==> src/rtl/envelope_control_sequencer_pkg.sv <==
// Shared types and constants for the envelope control sequencer.
//   VoiceOperatorID_t   : sweep / config address type (8 bits)
//   EnvelopeField_t     : config field selector (AttackLevel .. ReleaseRate)
//   field_strobe()      : one-hot write strobe for a field, 0 for illegal fields
//   field_legal()       : 1 when the field selects a real config table
package envelope_control_sequencer_pkg;

  localparam int NUM_VOICE_OPERATORS = 256;
  localparam int NUM_VOICES          = 32;
  localparam int ENV_FIELD_COUNT     = 5;

  typedef logic [7:0] VoiceOperatorID_t;

  localparam VoiceOperatorID_t LAST_OP = VoiceOperatorID_t'(NUM_VOICE_OPERATORS - 1);

  typedef enum logic [2:0] {
    ENV_ATTACK_LEVEL  = 3'd0,
    ENV_SUSTAIN_LEVEL = 3'd1,
    ENV_ATTACK_RATE   = 3'd2,
    ENV_DECAY_RATE    = 3'd3,
    ENV_RELEASE_RATE  = 3'd4
  } EnvelopeField_t;

  function automatic logic [ENV_FIELD_COUNT-1:0] field_strobe(input logic [2:0] field);
    logic [ENV_FIELD_COUNT-1:0] s;
    s = '0;
    case (EnvelopeField_t'(field))
      ENV_ATTACK_LEVEL:  s = 5'b00001;
      ENV_SUSTAIN_LEVEL: s = 5'b00010;
      ENV_ATTACK_RATE:   s = 5'b00100;
      ENV_DECAY_RATE:    s = 5'b01000;
      ENV_RELEASE_RATE:  s = 5'b10000;
      default:           s = '0;
    endcase
    return s;
  endfunction

  function automatic logic field_legal(input logic [2:0] field);
    return field < 3'(ENV_FIELD_COUNT);
  endfunction

endpackage

==> src/rtl/envelope_control_sequencer_if.sv <==
// Bus bundle between the sequencer and its environment.
//   Host / loader config write requests (valid/ready handshake + field/addr/data),
//   note command strobe, sweep outputs and the stage's config write port.
//   slave  : sequencer side
//   master : environment side (requesters, note source, stage)
interface envelope_control_sequencer_if;
  import envelope_control_sequencer_pkg::*;

  logic             i_HostWrValid;
  logic             o_HostWrReady;
  logic [2:0]       i_HostWrField;
  VoiceOperatorID_t i_HostWrAddr;
  logic [15:0]      i_HostWrData;

  logic             i_LoadWrValid;
  logic             o_LoadWrReady;
  logic [2:0]       i_LoadWrField;
  VoiceOperatorID_t i_LoadWrAddr;
  logic [15:0]      i_LoadWrData;

  logic             i_NoteValid;
  logic [4:0]       i_NoteVoice;
  logic             i_NoteOn;

  VoiceOperatorID_t o_VoiceOperator;
  logic             o_NoteOn;
  logic [4:0]       o_EnvelopeConfigWriteEnable;
  VoiceOperatorID_t o_ConfigWriteAddr;
  logic [15:0]      o_ConfigWriteData;
  logic             o_ConfigError;

  modport slave (
    input  i_HostWrValid, i_HostWrField, i_HostWrAddr, i_HostWrData,
    input  i_LoadWrValid, i_LoadWrField, i_LoadWrAddr, i_LoadWrData,
    input  i_NoteValid, i_NoteVoice, i_NoteOn,
    output o_HostWrReady, o_LoadWrReady,
    output o_VoiceOperator, o_NoteOn,
    output o_EnvelopeConfigWriteEnable, o_ConfigWriteAddr, o_ConfigWriteData, o_ConfigError
  );

  modport master (
    output i_HostWrValid, i_HostWrField, i_HostWrAddr, i_HostWrData,
    output i_LoadWrValid, i_LoadWrField, i_LoadWrAddr, i_LoadWrData,
    output i_NoteValid, i_NoteVoice, i_NoteOn,
    input  o_HostWrReady, o_LoadWrReady,
    input  o_VoiceOperator, o_NoteOn,
    input  o_EnvelopeConfigWriteEnable, o_ConfigWriteAddr, o_ConfigWriteData, o_ConfigError
  );
endinterface

==> src/rtl/envelope_control_sequencer_rr_arbiter2.sv <==
// Two-way round-robin arbiter with a registered priority pointer.
//   clk, rst_n : clock, async active-low reset (pointer returns to requester 0)
//   eligible   : [0] host, [1] loader; already masked by the collision guard
//   grant      : one-hot grant, combinational from eligible and the pointer
// The pointer only moves when both requesters compete, so a lone requester
// never loses its turn to an idle one.
module envelope_control_sequencer_rr_arbiter2 (
  input  logic       clk,
  input  logic       rst_n,
  input  logic [1:0] eligible,
  output logic [1:0] grant
);

  logic ptr_q;
  logic ptr_d;

  always_ff @(posedge clk or negedge rst_n) begin
    if (!rst_n) ptr_q <= 1'b0;
    else        ptr_q <= ptr_d;
  end

  always_comb begin
    grant = 2'b00;
    ptr_d = ptr_q;
    case (eligible)
      2'b11: begin
        grant = ptr_q ? 2'b10 : 2'b01;
        ptr_d = ~ptr_q;
      end
      2'b01:   grant = 2'b01;
      2'b10:   grant = 2'b10;
      default: grant = 2'b00;
    endcase
  end

endmodule

==> src/rtl/envelope_control_sequencer.sv <==
// Envelope attenuator stage sequencer.
//   i_Clock, i_Reset_n : clock, async active-low reset
//   bus (slave)        : host/loader config write requests, note commands,
//                        operator sweep + NoteOn and the stage config write port
// The sweep free-runs; NoteOn commands land in a pending bank that is copied
// to the active bank on the last operator, so every operator of a voice sees
// the same NoteOn within one sweep.
module envelope_control_sequencer
  import envelope_control_sequencer_pkg::*;
(
  input logic                         i_Clock,
  input logic                         i_Reset_n,
  envelope_control_sequencer_if.slave bus
);

  VoiceOperatorID_t      op_q;
  VoiceOperatorID_t      next_op;
  logic [NUM_VOICES-1:0] pending_q;
  logic [NUM_VOICES-1:0] pending_d;
  logic [NUM_VOICES-1:0] active_q;

  logic [1:0]       eligible;
  logic [1:0]       grant;
  logic [2:0]       sel_field;
  VoiceOperatorID_t sel_addr;
  logic [15:0]      sel_data;

  logic [ENV_FIELD_COUNT-1:0] strobe_q;
  VoiceOperatorID_t           addr_q;
  logic [15:0]                data_q;
  logic                       error_q;

  // A strobe issued now lands next cycle, when the stage reads next_op.
  assign next_op     = op_q + 8'd1;
  assign eligible[0] = bus.i_HostWrValid && (bus.i_HostWrAddr != next_op);
  assign eligible[1] = bus.i_LoadWrValid && (bus.i_LoadWrAddr != next_op);

  envelope_control_sequencer_rr_arbiter2 u_arb (
    .clk      (i_Clock),
    .rst_n    (i_Reset_n),
    .eligible (eligible),
    .grant    (grant)
  );

  assign bus.o_HostWrReady = grant[0];
  assign bus.o_LoadWrReady = grant[1];

  always_comb begin
    sel_field = bus.i_HostWrField;
    sel_addr  = bus.i_HostWrAddr;
    sel_data  = bus.i_HostWrData;
    if (grant[1]) begin
      sel_field = bus.i_LoadWrField;
      sel_addr  = bus.i_LoadWrAddr;
      sel_data  = bus.i_LoadWrData;
    end
  end

  // A command arriving on the copy cycle must make it into this copy.
  always_comb begin
    pending_d = pending_q;
    if (bus.i_NoteValid) pending_d[bus.i_NoteVoice] = bus.i_NoteOn;
  end

  always_ff @(posedge i_Clock or negedge i_Reset_n) begin
    if (!i_Reset_n) begin
      op_q      <= '0;
      pending_q <= '0;
      active_q  <= '0;
    end else begin
      op_q      <= next_op;
      pending_q <= pending_d;
      if (op_q == LAST_OP) active_q <= pending_d;
    end
  end

  always_ff @(posedge i_Clock or negedge i_Reset_n) begin
    if (!i_Reset_n) begin
      strobe_q <= '0;
      addr_q   <= '0;
      data_q   <= '0;
      error_q  <= 1'b0;
    end else if (|grant) begin
      strobe_q <= field_strobe(sel_field);
      error_q  <= !field_legal(sel_field);
      addr_q   <= sel_addr;
      data_q   <= sel_data;
    end else begin
      strobe_q <= '0;
      error_q  <= 1'b0;
    end
  end

  assign bus.o_VoiceOperator             = op_q;
  assign bus.o_NoteOn                    = active_q[op_q[4:0]];
  assign bus.o_EnvelopeConfigWriteEnable = strobe_q;
  assign bus.o_ConfigWriteAddr           = addr_q;
  assign bus.o_ConfigWriteData           = data_q;
  assign bus.o_ConfigError               = error_q;

endmodule

==> src/flat_wrapper.sv <==
// flat-port wrapper written by rule: the top's interface ports become plain ports
module envelope_control_sequencer_flat import envelope_control_sequencer_pkg::*;
  (i_Clock, i_Reset_n, bus_i_HostWrValid, bus_i_HostWrField, bus_i_HostWrAddr, bus_i_HostWrData, bus_i_LoadWrValid, bus_i_LoadWrField, bus_i_LoadWrAddr, bus_i_LoadWrData, bus_i_NoteValid, bus_i_NoteVoice, bus_i_NoteOn, bus_o_HostWrReady, bus_o_LoadWrReady, bus_o_VoiceOperator, bus_o_NoteOn, bus_o_EnvelopeConfigWriteEnable, bus_o_ConfigWriteAddr, bus_o_ConfigWriteData, bus_o_ConfigError);
  envelope_control_sequencer_if bus_i ();
  input logic i_Clock;
  input logic i_Reset_n;
  input wire logic [$bits(bus_i.i_HostWrValid)-1:0] bus_i_HostWrValid;
  input wire logic [$bits(bus_i.i_HostWrField)-1:0] bus_i_HostWrField;
  input wire logic [$bits(bus_i.i_HostWrAddr)-1:0] bus_i_HostWrAddr;
  input wire logic [$bits(bus_i.i_HostWrData)-1:0] bus_i_HostWrData;
  input wire logic [$bits(bus_i.i_LoadWrValid)-1:0] bus_i_LoadWrValid;
  input wire logic [$bits(bus_i.i_LoadWrField)-1:0] bus_i_LoadWrField;
  input wire logic [$bits(bus_i.i_LoadWrAddr)-1:0] bus_i_LoadWrAddr;
  input wire logic [$bits(bus_i.i_LoadWrData)-1:0] bus_i_LoadWrData;
  input wire logic [$bits(bus_i.i_NoteValid)-1:0] bus_i_NoteValid;
  input wire logic [$bits(bus_i.i_NoteVoice)-1:0] bus_i_NoteVoice;
  input wire logic [$bits(bus_i.i_NoteOn)-1:0] bus_i_NoteOn;
  output wire logic [$bits(bus_i.o_HostWrReady)-1:0] bus_o_HostWrReady;
  output wire logic [$bits(bus_i.o_LoadWrReady)-1:0] bus_o_LoadWrReady;
  output wire logic [$bits(bus_i.o_VoiceOperator)-1:0] bus_o_VoiceOperator;
  output wire logic [$bits(bus_i.o_NoteOn)-1:0] bus_o_NoteOn;
  output wire logic [$bits(bus_i.o_EnvelopeConfigWriteEnable)-1:0] bus_o_EnvelopeConfigWriteEnable;
  output wire logic [$bits(bus_i.o_ConfigWriteAddr)-1:0] bus_o_ConfigWriteAddr;
  output wire logic [$bits(bus_i.o_ConfigWriteData)-1:0] bus_o_ConfigWriteData;
  output wire logic [$bits(bus_i.o_ConfigError)-1:0] bus_o_ConfigError;
  assign bus_i.i_HostWrValid = bus_i_HostWrValid;
  assign bus_i.i_HostWrField = bus_i_HostWrField;
  assign bus_i.i_HostWrAddr = bus_i_HostWrAddr;
  assign bus_i.i_HostWrData = bus_i_HostWrData;
  assign bus_i.i_LoadWrValid = bus_i_LoadWrValid;
  assign bus_i.i_LoadWrField = bus_i_LoadWrField;
  assign bus_i.i_LoadWrAddr = bus_i_LoadWrAddr;
  assign bus_i.i_LoadWrData = bus_i_LoadWrData;
  assign bus_i.i_NoteValid = bus_i_NoteValid;
  assign bus_i.i_NoteVoice = bus_i_NoteVoice;
  assign bus_i.i_NoteOn = bus_i_NoteOn;
  assign bus_o_HostWrReady = bus_i.o_HostWrReady;
  assign bus_o_LoadWrReady = bus_i.o_LoadWrReady;
  assign bus_o_VoiceOperator = bus_i.o_VoiceOperator;
  assign bus_o_NoteOn = bus_i.o_NoteOn;
  assign bus_o_EnvelopeConfigWriteEnable = bus_i.o_EnvelopeConfigWriteEnable;
  assign bus_o_ConfigWriteAddr = bus_i.o_ConfigWriteAddr;
  assign bus_o_ConfigWriteData = bus_i.o_ConfigWriteData;
  assign bus_o_ConfigError = bus_i.o_ConfigError;
  envelope_control_sequencer u_core (.i_Clock(i_Clock), .i_Reset_n(i_Reset_n), .bus(bus_i));
endmodule
==> config.mk <==
export PLATFORM = sky130hd
export DESIGN_NAME = envelope_control_sequencer_flat
export DESIGN_NICKNAME = d
export VERILOG_FILES = /design/src/rtl/envelope_control_sequencer_pkg.sv /design/src/rtl/envelope_control_sequencer_if.sv /design/src/rtl/envelope_control_sequencer_rr_arbiter2.sv /design/src/rtl/envelope_control_sequencer.sv /design/src/flat_wrapper.sv
export SDC_FILE = /design/constraint.sdc
export NUM_CORES = 1
export LEC_CHECK = 0
export ABC_AREA = 1
export CORE_ASPECT_RATIO = 0.75
export CORE_MARGIN = 1.5
export CORE_UTILIZATION = 48
export CTS_BUF_LIST = sky130_fd_sc_hd__clkbuf_2
export CTS_CLUSTER_DIAMETER = 30
export CTS_CLUSTER_SIZE = 40
export DETAILED_ROUTE_END_ITERATION = 10
export GPL_TIMING_DRIVEN = 0
export PLACE_DENSITY = 0.76
export SLEW_MARGIN = 20
export SYNTH_ARGS = -nofsm -noshare
export SYNTH_HDL_FRONTEND = slang
export SYNTH_SLANG_ARGS = --single-unit
==> constraint.sdc <==
create_clock -name i_Clock -period 2.1 [get_ports i_Clock]
set_input_delay 0.315 -clock i_Clock [delete_from_list [all_inputs] [get_ports i_Clock]]
set_output_delay 0.315 -clock i_Clock [all_outputs]
set_load 0.01 [all_outputs]
==> summary.txt, run 1 <==
Status
  – Status: finished with violations
  – Failing checks: negative setup slack

Timing
  – Part of the cycle the worst path needs: 1.39
  – Total negative slack: -9.87 ns
  – Count of final setup violators: 34
  – Final period demand of the worst path: 2.92 ns
  – Clock Skews: 0.0298 ns
  – Max Freq: 342 MHz
  – Worst-margin pin slew: 0.952 ns
  – Pins Over Slew Limit: 0
  – RSZ-0062 raised after global routing: true
  – Final WS setup: -0.823 ns
  – Hold Vio Cnt, Final: 0
  – Slew HR: 0.362

Route
  – DRC Markers: 0
  – Drt initial violations: 650
  – Routed len/inst: 19.7 µm
  – Final WL: 17200 µm
  – Final ANT Viol Nets: 0
  – DR vias: 5176
  – Initial DRT Pass Iterations: 7
  – DR vias/cell: 5.91

Synthesis
  – #FFs+latches synth: 103
  – Synth warn: 0
  – Post-synth ARST share: 1.00
  – Cells after Synth: 585
  – Sequential area share after synthesis: 0.511
  – Cell Area, Synth: 0.00505 mm²
  – Ys flop type: dfrtp_1
  – Avg Cell Area, Syn: 8.63 µm²
  – Synthesized Nets: 651
  – Count of different cell masters after synthesis: 34
  – Post-synth EDFFs: 0

Power
  – Clock power frac: 0.263
  – Final Power: 5.02 mW
  – Psw: 1.50 mW
  – Leakage Power: 3.58 nW
  – Combinational Power Share: 0.274
  – Worst vdd ir: 0.420 mV
  – Switching share of total power: 0.299
  – Seq pwr share: 0.462
  – Pint: 3.52 mW
  – Power Dens Cells: 668 mW/mm²

Final layout
  – Diodes inserted: 0
  – Finished Layout Cells: 876
  – Fin nets: 801
  – Most frequent cells in the layout: 100 x dfrtp_1, 99 x clkdlybuf4s50_1, 80 x nand2_1, 55 x inv_1, 48 x nand3_2
  – P&R area growth vs syn: 49.0%
  – Most common cell after layout, fill and taps aside: dfrtp_1
  – Layout cell share with drive strength beyond 1: 0.269
  – Fillers: 697

Setup path
  – Crit. End Element: output port
  – Crit path cell chain: ha_4 > nand2_8 > inv_2 > nand2_2 > nand2_2 > inv_2 > nand2_1 > nand3_1 > nor2_2 > a21oi_4 > inv_4 > o21ai_2 > inv_1 > buf_2
  – Critical path arrival: 2.61 ns
  – Critical path type: flop to output port
  – Family with the most delay on the worst path: flip-flops
  – CP bufs+invs: 5
  – Req. time, crit path: 1.78 ns
  – Critical Path Fanout Max: 5
  – Startpoint Class: flop
  – CP max stage delay: 0.53 ns
  – CP max-delay cell: dfrtp_2

Clocking
  – Clock Tree Buf Depth: 2
  – Clock sinks: 103
  – H-tree Lvls: 3
  – Clk slew on worst S/H paths: 0.29 ns
  – Root cell of the clock tree: clkbuf_2
  – Num CTS Buffers: 9
  – Clock latency on the worst-skew pair: 0.61 ns
  – CTS tree: built

Placement
  – Gpl congestion: 0.911
  – Setup Slack @ Placement: -0.849 ns
  – Detailed placer's ending HPWL: 10100 µm
  – Placed insts: 827
  – Port bufs: 105

Global route
  – Via count of the first global-routing pass: 4912
  – Initial antenna violation count: 0
  – Overflow after GRT: 0
  – GRT Util Overall: 0.294
  – First-pass GRT wire length: 25100 µm
  – Largest net degree at the start of global routing: 59

Die
  – Die area: 0.0111 mm²
  – Row count: 32
  – Die Y: 91.8 µm
  – I/O Pins: 106
  – Die width: 121 µm
  – Initial Util: 0.493
  – Core box area: 0.0102 mm²

Hold path
  – Worst Hold Class: input port to asynchronous set/reset pin

Run
  – Max cap viols: 0
==> Yosys cell counts (7+ instances only) <==
library cell,n,area share
clkbuf_1,11,0.0082
o21ai_0,12,0.012
inv_1,59,0.044
nand3b_1,7,0.010
mux2_2,8,0.018
dfrtp_1,103,0.51
nor3_1,10,0.0099
buf_2,10,0.0099
nand3_1,89,0.088
a21oi_1,37,0.037
nor2_1,51,0.038
mux2i_1,21,0.042
a31oi_1,10,0.012
nand2_1,105,0.078
==> per-layer routing <==
layer / vias up / global-route usage / wire (µm)
li1: 2250 / - / -
met1: 2494 / 0.388 / 6790
met2: 356 / 0.461 / 8060
met3: 76 / 0.0790 / 1720
met4: 0 / 0.120 / 656
met5: - / 0 / 0
==> sequential cells by signal, indices dropped and copies added, names as in the netlist <==
register / cells
u_core.active_q: 32
u_core.u_arb.ptr_q: 1
u_core.pending_q: 32
u_core.bus.o_ConfigWriteAddr: 8
u_core.bus.o_EnvelopeConfigWriteEnable: 5
u_core.bus.o_VoiceOperator: 8
u_core.bus.o_ConfigError: 1
u_core.bus.o_ConfigWriteData: 16
==> metrics by stage <==
stage	area (µm²)	util	hold WS [ns]
final	7520	0.734	0.146
after detailed placement	6330	0.617	0.267
after global routing	7520	0.734	0.124
after floorplan	5070	-	0.0194
after global placement	6290	0.614	0.464
after CTS	7240	0.706	0.131
==> layout make-up <==
cell class	instances	area [µm²]	area share
clock inverter	6	133	0.0176
inverter	63	251	0.0334
clock buffer	10	50.0	0.00665
sequential	103	2580	0.343
timing repair buffer	140	1490	0.198
buffer	27	253	0.0336
multi-input combinational	391	2590	0.345
tap	136	170	0.0226
==> power by group through the flow <==
stage                     Sequential, mW  Clock, mW  Combinational, mW
after floorplan                     2.38          0              0.445
after global placement              2.34          0              0.981
after detailed placement            2.34          0               1.02
after CTS                           2.31       1.31               1.33
after global routing                2.34       1.40               1.47
final                               2.32       1.32               1.38
==> cell families (layout without fill, tap and decap cells) <==
group / count (synthesis) / count (layout) / share of synthesized area
simple gates: 276 / 276 / 0.249
buf+inv: 91 / 246 / 0.0746
xor+xnor: 5 / 5 / 0.00868
mux: 29 / 29 / 0.0595
compound gates: 80 / 80 / 0.0957
flops: 103 / 103 / 0.511
fa+ha+maj: 1 / 1 / 0.00248
==> timing repair <==
item | 4_1_cts | 5_1_grt
pin swaps | 22 | 26
gates cloned | 3 | 1
hold buffers | 1 | 0
setup endpoints to repair | 53 | 61
setup buffers | 24 | 11
endpoints found under the hold margin | 100 | 0
gates resized for setup | 127 | 73
==> final timing paths <==
kind | cells after the start | startpoint | slack, ns | endpoint
worst min-delay path | 2 | i_Reset_n | 0.15 | u_core.active_q[30]
min in group i_Clock | 3 | bus_i_HostWrData[7] | 0.24 | u_core.bus.o_ConfigWriteData[7]
worst max-delay path | 14 | u_core.bus.o_VoiceOperator[0] | -0.82 | bus_o_HostWrReady
max in group asynchronous | 3 | i_Reset_n | 1.31 | u_core.bus.o_ConfigWriteData[5]
worst max register to register | 16 | u_core.bus.o_VoiceOperator[0] | -0.34 | u_core.bus.o_EnvelopeConfigWriteEnable[0]
worst min register to register | 2 | u_core.pending_q[24] | 0.52 | u_core.pending_q[24]
Note: power is estimated with default switching activity, not from simulation.
==> inputs of run 2 (changes only) <==
--- a/config.mk
+++ b/config.mk
@@ -8,14 +8,15 @@
 export ABC_AREA = 1
 export CORE_ASPECT_RATIO = 0.75
 export CORE_MARGIN = 1.5
-export CORE_UTILIZATION = 48
+export CORE_UTILIZATION = 35
 export CTS_BUF_LIST = sky130_fd_sc_hd__clkbuf_2
 export CTS_CLUSTER_DIAMETER = 30
 export CTS_CLUSTER_SIZE = 40
 export DETAILED_ROUTE_END_ITERATION = 10
 export GPL_TIMING_DRIVEN = 0
-export PLACE_DENSITY = 0.76
+export PLACE_DENSITY = 0.58
 export SLEW_MARGIN = 20
 export SYNTH_ARGS = -nofsm -noshare
 export SYNTH_HDL_FRONTEND = slang
+export SYNTH_HIERARCHICAL = 1
 export SYNTH_SLANG_ARGS = --single-unit
==> run 2 against run 1 <==
Compared with the run above: the run still ends with negative setup slack left; sequential share of layout area is 2.1 points higher; synthesized cell count up 7.4%; final cell count up 9.1%; clock skew up 0.0015 ns.
==> summary.txt, run 2 <==
Timing
  – RSZ-0062 raised after global routing: true
  – Part of the cycle the worst path needs: 1.32 (-0.0766)
  – Worst-margin pin slew: 0.766 ns (-0.186 ns)
  – Count of final setup violators: 33 (-2.9%)
  – Slew HR: 0.486 (+0.125)
  – Clock Skews: 0.0313 ns (+0.00146 ns)
  – Total negative slack: -14.86 ns (-4.99 ns)
  – Max Freq: 362 MHz (+5.8%)
  – Final WS setup: -0.662 ns (+0.161 ns)
  – Final period demand of the worst path: 2.76 ns (-0.161 ns)
  – Pins Over Slew Limit: 0 (unchanged)
  – Hold Vio Cnt, Final: 0 (unchanged)

Route
  – DRC Markers: 0 (unchanged)
  – Final ANT Viol Nets: 0 (unchanged)
  – Routed len/inst: 15.5 µm (-21%)
  – DR vias/cell: 4.90 (-17%)
  – Drt initial violations: 322 (-50%)
  – Final WL: 14800 µm (-14%)
  – DR vias: 4684 (-9.5%)
  – Initial DRT Pass Iterations: 4 (-3)

Power
  – Final Power: 4.31 mW (-14%)
  – Worst vdd ir: 0.295 mV (-30%)
  – Leakage Power: 3.54 nW (-1.0%)
  – Power Dens Cells: 608 mW/mm² (-9.0%)

Placement
  – Placed Area: 0.00639 mm² (+0.99%)
  – Placed insts: 908 (+9.8%)
  – Setup Slack @ Placement: -0.890 ns (-0.0410 ns)
  – Port bufs: 104 (-0.95%)
  – Gpl congestion: 0.847 (-7.0%)
  – Detailed placer's ending HPWL: 10800 µm (+7.3%)

Synthesis
  – Most common cell in the netlist: nand2_1
  – Post-synth ARST share: 1.00 (unchanged)
  – Avg Cell Area, Syn: 7.98 µm² (-7.5%)
  – Post-synth EDFFs: 0 (unchanged)
  – Sequential area share after synthesis: 0.514 (+0.00357)
  – Cells after Synth: 628 (+7.4%)
  – #FFs+latches synth: 103 (unchanged)
  – Ys flop type: dfrtp_1
  – Count of different cell masters after synthesis: 32 (-5.9%)
  – Most frequent cells after synthesis: 192 x nand2_1, 103 x dfrtp_1, 82 x nand3_1
  – Synthesized Nets: 694 (+6.6%)
  – Top cell type by total area after synthesis: dfrtp_1
  – Cell Area, Synth: 0.00501 mm² (-0.69%)
  – Synth warn: 6 (+6)
  – Synth top area share: 0.514 (+0.00357)
  – Synth area leaders: dfrtp_1 51%, nand2_1 14%, nand3_1 8.2%

Clocking
  – Num CTS Buffers: 9 (unchanged)
  – Clock latency on the worst-skew pair: 0.57 ns (-0.04 ns)
  – CTS tree: built
  – Clock Tree Buf Depth: 2 (unchanged)
  – H-tree Lvls: 3 (unchanged)
  – Clk slew on worst S/H paths: 0.28 ns (about the same)
  – Root cell of the clock tree: clkbuf_2
  – Clock sinks: 103 (unchanged)

Die
  – Die width: 141 µm (+16%)
  – Row count: 37 (+16%)
  – Die Y: 107 µm (+16%)
  – Core box area: 0.0138 mm² (+35%)
  – Die area: 0.0151 mm² (+35%)
  – I/O Pins: 106 (unchanged)
  – Initial Util: 0.362 (-0.130)

Setup path
  – Crit. End Element: output port
  – CP bufs+invs: 2 (-3)
  – Startpoint Class: flop
  – CP max-delay cell: dfrtp_2
  – Family with the most delay on the worst path: flip-flops
  – Req. time, crit path: 1.78 ns (about the same)
  – Critical path arrival: 2.45 ns (-0.16 ns)
  – CP max stage delay: 0.52 ns (about the same)
  – Critical Path Fanout Max: 5 (unchanged)
  – Crit path cell chain: ha_4 > xnor2_2 > nand2_1 > nor2_2 > nand3_2 > nor2_4 > a21oi_2 > buf_4 > a21boi_4 > buf_6
  – Flop2flop setup slack: -0.51 ns (-0.17 ns)
  – Critical path type: flop to output port

Final layout
  – Finished Layout Cells: 956 (+9.1%)
  – P&R area growth vs syn: 41.4%
  – Layout cell share with drive strength beyond 1: 0.187 (-0.0817)
  – Fillers: 1358 (+95%)
  – Most frequent cells in the layout: 175 x nand2_1, 99 x dfrtp_1, 98 x clkdlybuf4s50_1, 78 x inv_1, 66 x nand3_1
  – Fin nets: 841 (+5.0%)
  – Final instance area: 0.00709 mm² (-5.8%)
  – Most common cell after layout, fill and taps aside: nand2_1

Global route
  – Global route hottest layer: met2
  – Met2 Use GR: 0.321 (-0.140)
  – GRT met3 Usage: 0.0339 (-0.0450)
  – Via count of the first global-routing pass: 4739 (-3.5%)
  – Largest net degree at the start of global routing: 68 (+15%)
  – Initial antenna violation count: 1 (+1)
  – First-pass GRT wire length: 23900 µm (-4.4%)
  – GRT met1 Usage: 0.295 (-0.0934)
  – GRT Util Overall: 0.204 (-0.0903)
  – Overflow after GRT: 0 (unchanged)

Status
  – Status: finished with violations
  – Failing checks: negative setup slack

Hold path
  – Worst Hold Class: input port to asynchronous set/reset pin

Run
  – Max cap viols: 0 (unchanged)
## run 2: cell type report
class                      instances  area [µm²]  share of cell area
sequential                       103        2580               0.364
multi-input combinational        415        2290               0.323
timing repair buffer             136        1340               0.189
inverter                          86         334              0.0471
tap                              175         219              0.0309
buffer                            24         204              0.0288
clock inverter                     5        57.6             0.00812
clock buffer                      11        55.1             0.00777
antenna                            1        2.50            0.000353
## run 2: through the flow
| stage | utilization | hold WS [ns] |
|---|---|---|
| finish | 0.512 | 0.162 |
| global route | 0.512 | 0.0847 |
| CTS | 0.495 | 0.107 |
| detailed placement | 0.462 | 0.237 |
| global placement | 0.460 | 0.463 |
| floorplan | - | 0.0194 |
## run 2: layer usage
metal | up-vias | wire [µm] | share of wire
met3 | 12 | 464 | 0.031
li1 | 2294 | - | -
met2 | 80 | 6830 | 0.46
met1 | 2298 | 7400 | 0.50
met5 | - | 0 | 0
met4 | 0 | 136 | 0.0092
## run 2: logic make-up (layout without fill, tap and decap cells)
group | after synthesis | after routing | share of synthesized area
and+or+nand+nor | 320 | 320 | 0.272
buffers and inverters | 110 | 262 | 0.0878
DFF | 103 | 103 | 0.514
AOI/OAI and AO/OA | 76 | 76 | 0.0888
muxes | 13 | 13 | 0.0260
xor gates and xnor gates | 5 | 5 | 0.00874
adders and majority gates | 1 | 1 | 0.00250
other | 0 | 1 | 0
## run 2: power breakdown
group | switching [mW] | internal [mW] | total [mW] | leakage [nW]
clock | 0.647 | 0.288 | 0.935 | 0.0763
combinational | 0.541 | 0.534 | 1.07 | 2.29
sequential | 0.0885 | 2.21 | 2.30 | 1.17
## run 2: worst reg2reg max path: cells and delay by family (launching register included)
kind,cells,cell delay (ns)
AOI/OAI and AO/OA,2,0.23
and+or+nand+nor,12,1.35
buffers and inverters,5,0.49
DFF,1,0.48
## run 2: worst paths after layout
| check | from | to | depth (start not counted) |
|---|---|---|---|
| worst max-delay path | u_core/bus.o_VoiceOperator[0] | bus_o_HostWrReady | 10 |
| worst min-delay path | i_Reset_n | u_core/pending_q[13] | 2 |
| worst max register to register | u_core/bus.o_VoiceOperator[1] | u_core/bus.o_EnvelopeConfigWriteEnable[4] | 19 |
| worst min register to register | u_core/pending_q[9] | u_core/pending_q[9] | 2 |
| max in group asynchronous | i_Reset_n | u_core/bus.o_ConfigWriteAddr[3] | 3 |
| min in group i_Clock | bus_i_NoteOn | u_core/pending_q[0] | 3 |
## run 2: repair_timing
action	CTS	global route
hold buffers	1	0
resized for setup	78	33
endpoints found under the hold margin	103	0
pin swaps	16	16
setup buffers	17	12
endpoints found under the setup margin	33	36
cloned	0	1
==> inputs of run 3 (changes only) <==
--- a/config.mk
+++ b/config.mk
@@ -14,6 +14,7 @@
 export CTS_CLUSTER_SIZE = 40
 export DETAILED_ROUTE_END_ITERATION = 10
 export GPL_TIMING_DRIVEN = 0
+export MAX_ROUTING_LAYER = met4
 export PLACE_DENSITY = 0.58
 export SLEW_MARGIN = 20
 export SYNTH_ARGS = -nofsm -noshare
==> run 3 against run 2 <==
Compared with the run above: the run still ends with negative setup slack left; routed wire length up 0.26%; count of clock-buffer cells in the layout unchanged; global-route usage up 0.58 points; clock power up 0.7%; maximum frequency down 0.17%; sequential share of layout area unchanged; utilization unchanged; highest routed layer unchanged; combinational power about the same; register-to-register slack about the same; sequential cell count unchanged; setup slack worse by 0.0047 ns; clock skew about the same.
==> summary.txt, run 3 (synthesis results as in run 2) <==
Status
  – Status: finished with violations
  – Failing checks: negative setup slack

Placement
  – Port bufs: 104 (unchanged)
  – Placed insts: 908 (unchanged)
  – Placed Area: 0.00639 mm² (unchanged)
  – Detailed placer's ending HPWL: 10800 µm (unchanged)
  – Gpl congestion: 0.861 (+1.6%)

Die
  – Initial Util: 0.362 (unchanged)
  – I/O Pins: 106 (unchanged)
  – Die area: 0.0151 mm² (unchanged)
  – Die Y: 107 µm (unchanged)
  – Row count: 37 (unchanged)
  – Core box area: 0.0138 mm² (unchanged)
  – Die width: 141 µm (unchanged)

Route
  – Drt initial violations: 291 (-9.6%)
  – Final ANT Viol Nets: 0 (unchanged)
  – Final WL: 14900 µm (+0.26%)
  – DR vias/cell: 4.90 (about the same)
  – Initial DRT Pass Iterations: 5 (+1)
  – Routed len/inst: 15.6 µm (+0.26%)
  – DR vias: 4688 (+0.085%)
  – DRC Markers: 0 (unchanged)

Setup path
  – Worst r2r src: u_core/bus.o_VoiceOperator[1]
  – Critical path arrival: 2.45 ns (about the same)
  – Startpoint Class: flop
  – Worst R2R End: u_core/bus.o_EnvelopeConfigWriteEnable[4]
  – CP max-delay cell: dfrtp_2
  – CP bufs+invs: 2 (unchanged)
  – Cell count of the worst reg-to-reg path: 19 (unchanged)
  – Family with the most delay on the worst path: flip-flops
  – CP max stage delay: 0.52 ns (about the same)
  – Flop2flop setup slack: -0.52 ns (about the same)
  – Crit. End Element: output port
  – Crit path cell chain: ha_4 > xnor2_2 > nand2_1 > nor2_2 > nand3_2 > nor2_4 > a21oi_2 > buf_4 > a21boi_4 > buf_6
  – Critical Path Fanout Max: 5 (unchanged)
  – Critical path type: flop to output port
  – Req. time, crit path: 1.78 ns (about the same)

Global route
  – First-pass GRT wire length: 23900 µm (about the same)
  – Overflow after GRT: 0 (unchanged)
  – Largest net degree at the start of global routing: 68 (unchanged)
  – Initial antenna violation count: 1 (unchanged)
  – Via count of the first global-routing pass: 4748 (+0.19%)
  – GRT Util Overall: 0.210 (+0.00576)

Final layout
  – Final instance area: 0.00709 mm² (unchanged)
  – Fin nets: 841 (unchanged)
  – Finished Layout Cells: 956 (unchanged)
  – Most common cell after layout, fill and taps aside: nand2_1
  – Layout cell share with drive strength beyond 1: 0.187 (unchanged)
  – Fillers: 1358 (unchanged)
  – Most frequent cells in the layout: 175 x nand2_1, 99 x dfrtp_1, 98 x clkdlybuf4s50_1, 78 x inv_1, 66 x nand3_1
  – P&R area growth vs syn: 41.4% (unchanged)

Power
  – Worst vdd ir: 0.296 mV (+0.16%)
  – Power Dens Cells: 609 mW/mm² (+0.24%)
  – Leakage Power: 3.54 nW (unchanged)

Timing
  – Max Freq: 361 MHz (-0.17%)
  – Count of final setup violators: 33 (unchanged)
  – Final period demand of the worst path: 2.77 ns (+0.00465 ns)
  – Worst-margin pin slew: 0.768 ns (+0.00188 ns)
  – Slew HR: 0.485 (-0.00126)
  – Hold Vio Cnt, Final: 0 (unchanged)
  – RSZ-0062 raised after global routing: true
  – Part of the cycle the worst path needs: 1.32 (+0.00221)
  – Clock Skews: 0.0316 ns (+0.000342 ns)
  – Pins Over Slew Limit: 0 (unchanged)
  – Final WS setup: -0.667 ns (-0.00465 ns)

Hold path
  – Hold EP: u_core/pending_q[0]
  – HP Start: bus_i_NoteOn
  – Worst Hold Class: input port to flop
  – Hold-critical path depth: 3

Clocking
  – Clk slew on worst S/H paths: 0.28 ns (about the same)
  – Clock Tree Buf Depth: 2 (unchanged)
  – Root cell of the clock tree: clkbuf_2
  – Clock latency on the worst-skew pair: 0.57 ns (about the same)
  – H-tree Lvls: 3 (unchanged)
  – Num CTS Buffers: 9 (unchanged)
  – Clock sinks: 103 (unchanged)
  – CTS tree: built

Run
  – Max cap viols: 0 (unchanged)
[run 3: cell counts in the layout (fill, tap and decap cells not counted)]
Identical to the previous run, type by type.
[run 3: how the worst max path moves through the flow]
| stage | startpoint | endpoint | slack [ns] | cells after the start |
|---|---|---|---|---|
| 2_1_floorplan | u_core/bus.o_VoiceOperator[0] | u_core/bus.o_EnvelopeConfigWriteEnable[4] | -0.29 | 16 |
| 3_5_place_dp | bus_i_LoadWrAddr[0] | u_core/bus.o_ConfigWriteAddr[6] | -0.89 | 13 |
| 3_3_place_gp | i_Reset_n | u_core/bus.o_VoiceOperator[1] | -3.75 | 1 |
| 5_1_grt | u_core/bus.o_VoiceOperator[1] | bus_o_HostWrReady | -0.83 | 13 |
| 6_report | u_core/bus.o_VoiceOperator[0] | bus_o_HostWrReady | -0.67 | 10 |
| 4_1_cts | u_core/bus.o_VoiceOperator[0] | bus_o_HostWrReady | -0.71 | 10 |
[run 3: layout make-up]
class	count	area (µm²)	share of cell area
flip-flops and latches	103	2580	0.364
multi-input cells	415	2290	0.323
repair buffers	136	1340	0.189
inverters	86	334	0.0471
well taps	175	219	0.0309
plain buffers	24	204	0.0288
clock inverters	5	57.6	0.00812
clock buffers	11	55.1	0.00777
diodes	1	2.50	0.000353
[run 3: routing by layer]
layer  vias up  GRT usage  part of all wire
met4         0     0.0491            0.0091
met2        95      0.320              0.46
met3        12     0.0308             0.035
li1       2298          -                 -
met1      2283      0.297              0.49
met5         -          -                 0
[run 3: worst min-delay path: stages]
cell and delay [ns]:
buf_2 0.22, mux2i_1 0.12, inv_1 0.06
[run 3: power breakdown]
| group | internal [mW] | switching, mW | total, mW |
|---|---|---|---|
| combinational | 0.534 | 0.544 | 1.08 |
| sequential | 2.21 | 0.0893 | 2.30 |
| clock | 0.288 | 0.654 | 0.942 |
| total | 3.03 | 1.29 | 4.32 |
[run 3: per-stage QoR]
| step | setup TNS [ns] | util | worst slack [ns] | power [mW] | hold slack [ns] |
|---|---|---|---|---|---|
| floorplan | -5.60 | - | -0.289 | 2.76 | 0.0194 |
| global placement | -370.52 | 0.460 | -3.75 | 3.26 | 0.463 |
| detailed placement | -26.20 | 0.462 | -0.890 | 3.29 | 0.237 |
| CTS | -12.97 | 0.495 | -0.711 | 4.32 | 0.107 |
| global route | -20.09 | 0.512 | -0.834 | 4.57 | 0.0845 |
| finish | -15.02 | 0.512 | -0.667 | 4.32 | 0.154 |
[run 3: what timing repair did]
action	CTS	global route
setup endpoints to repair	33	36
endpoints found under the hold margin	103	0
gates resized for setup	78	33
hold buffers	1	0
cloned	0	1
buffers inserted	17	12
pin swaps	16	16
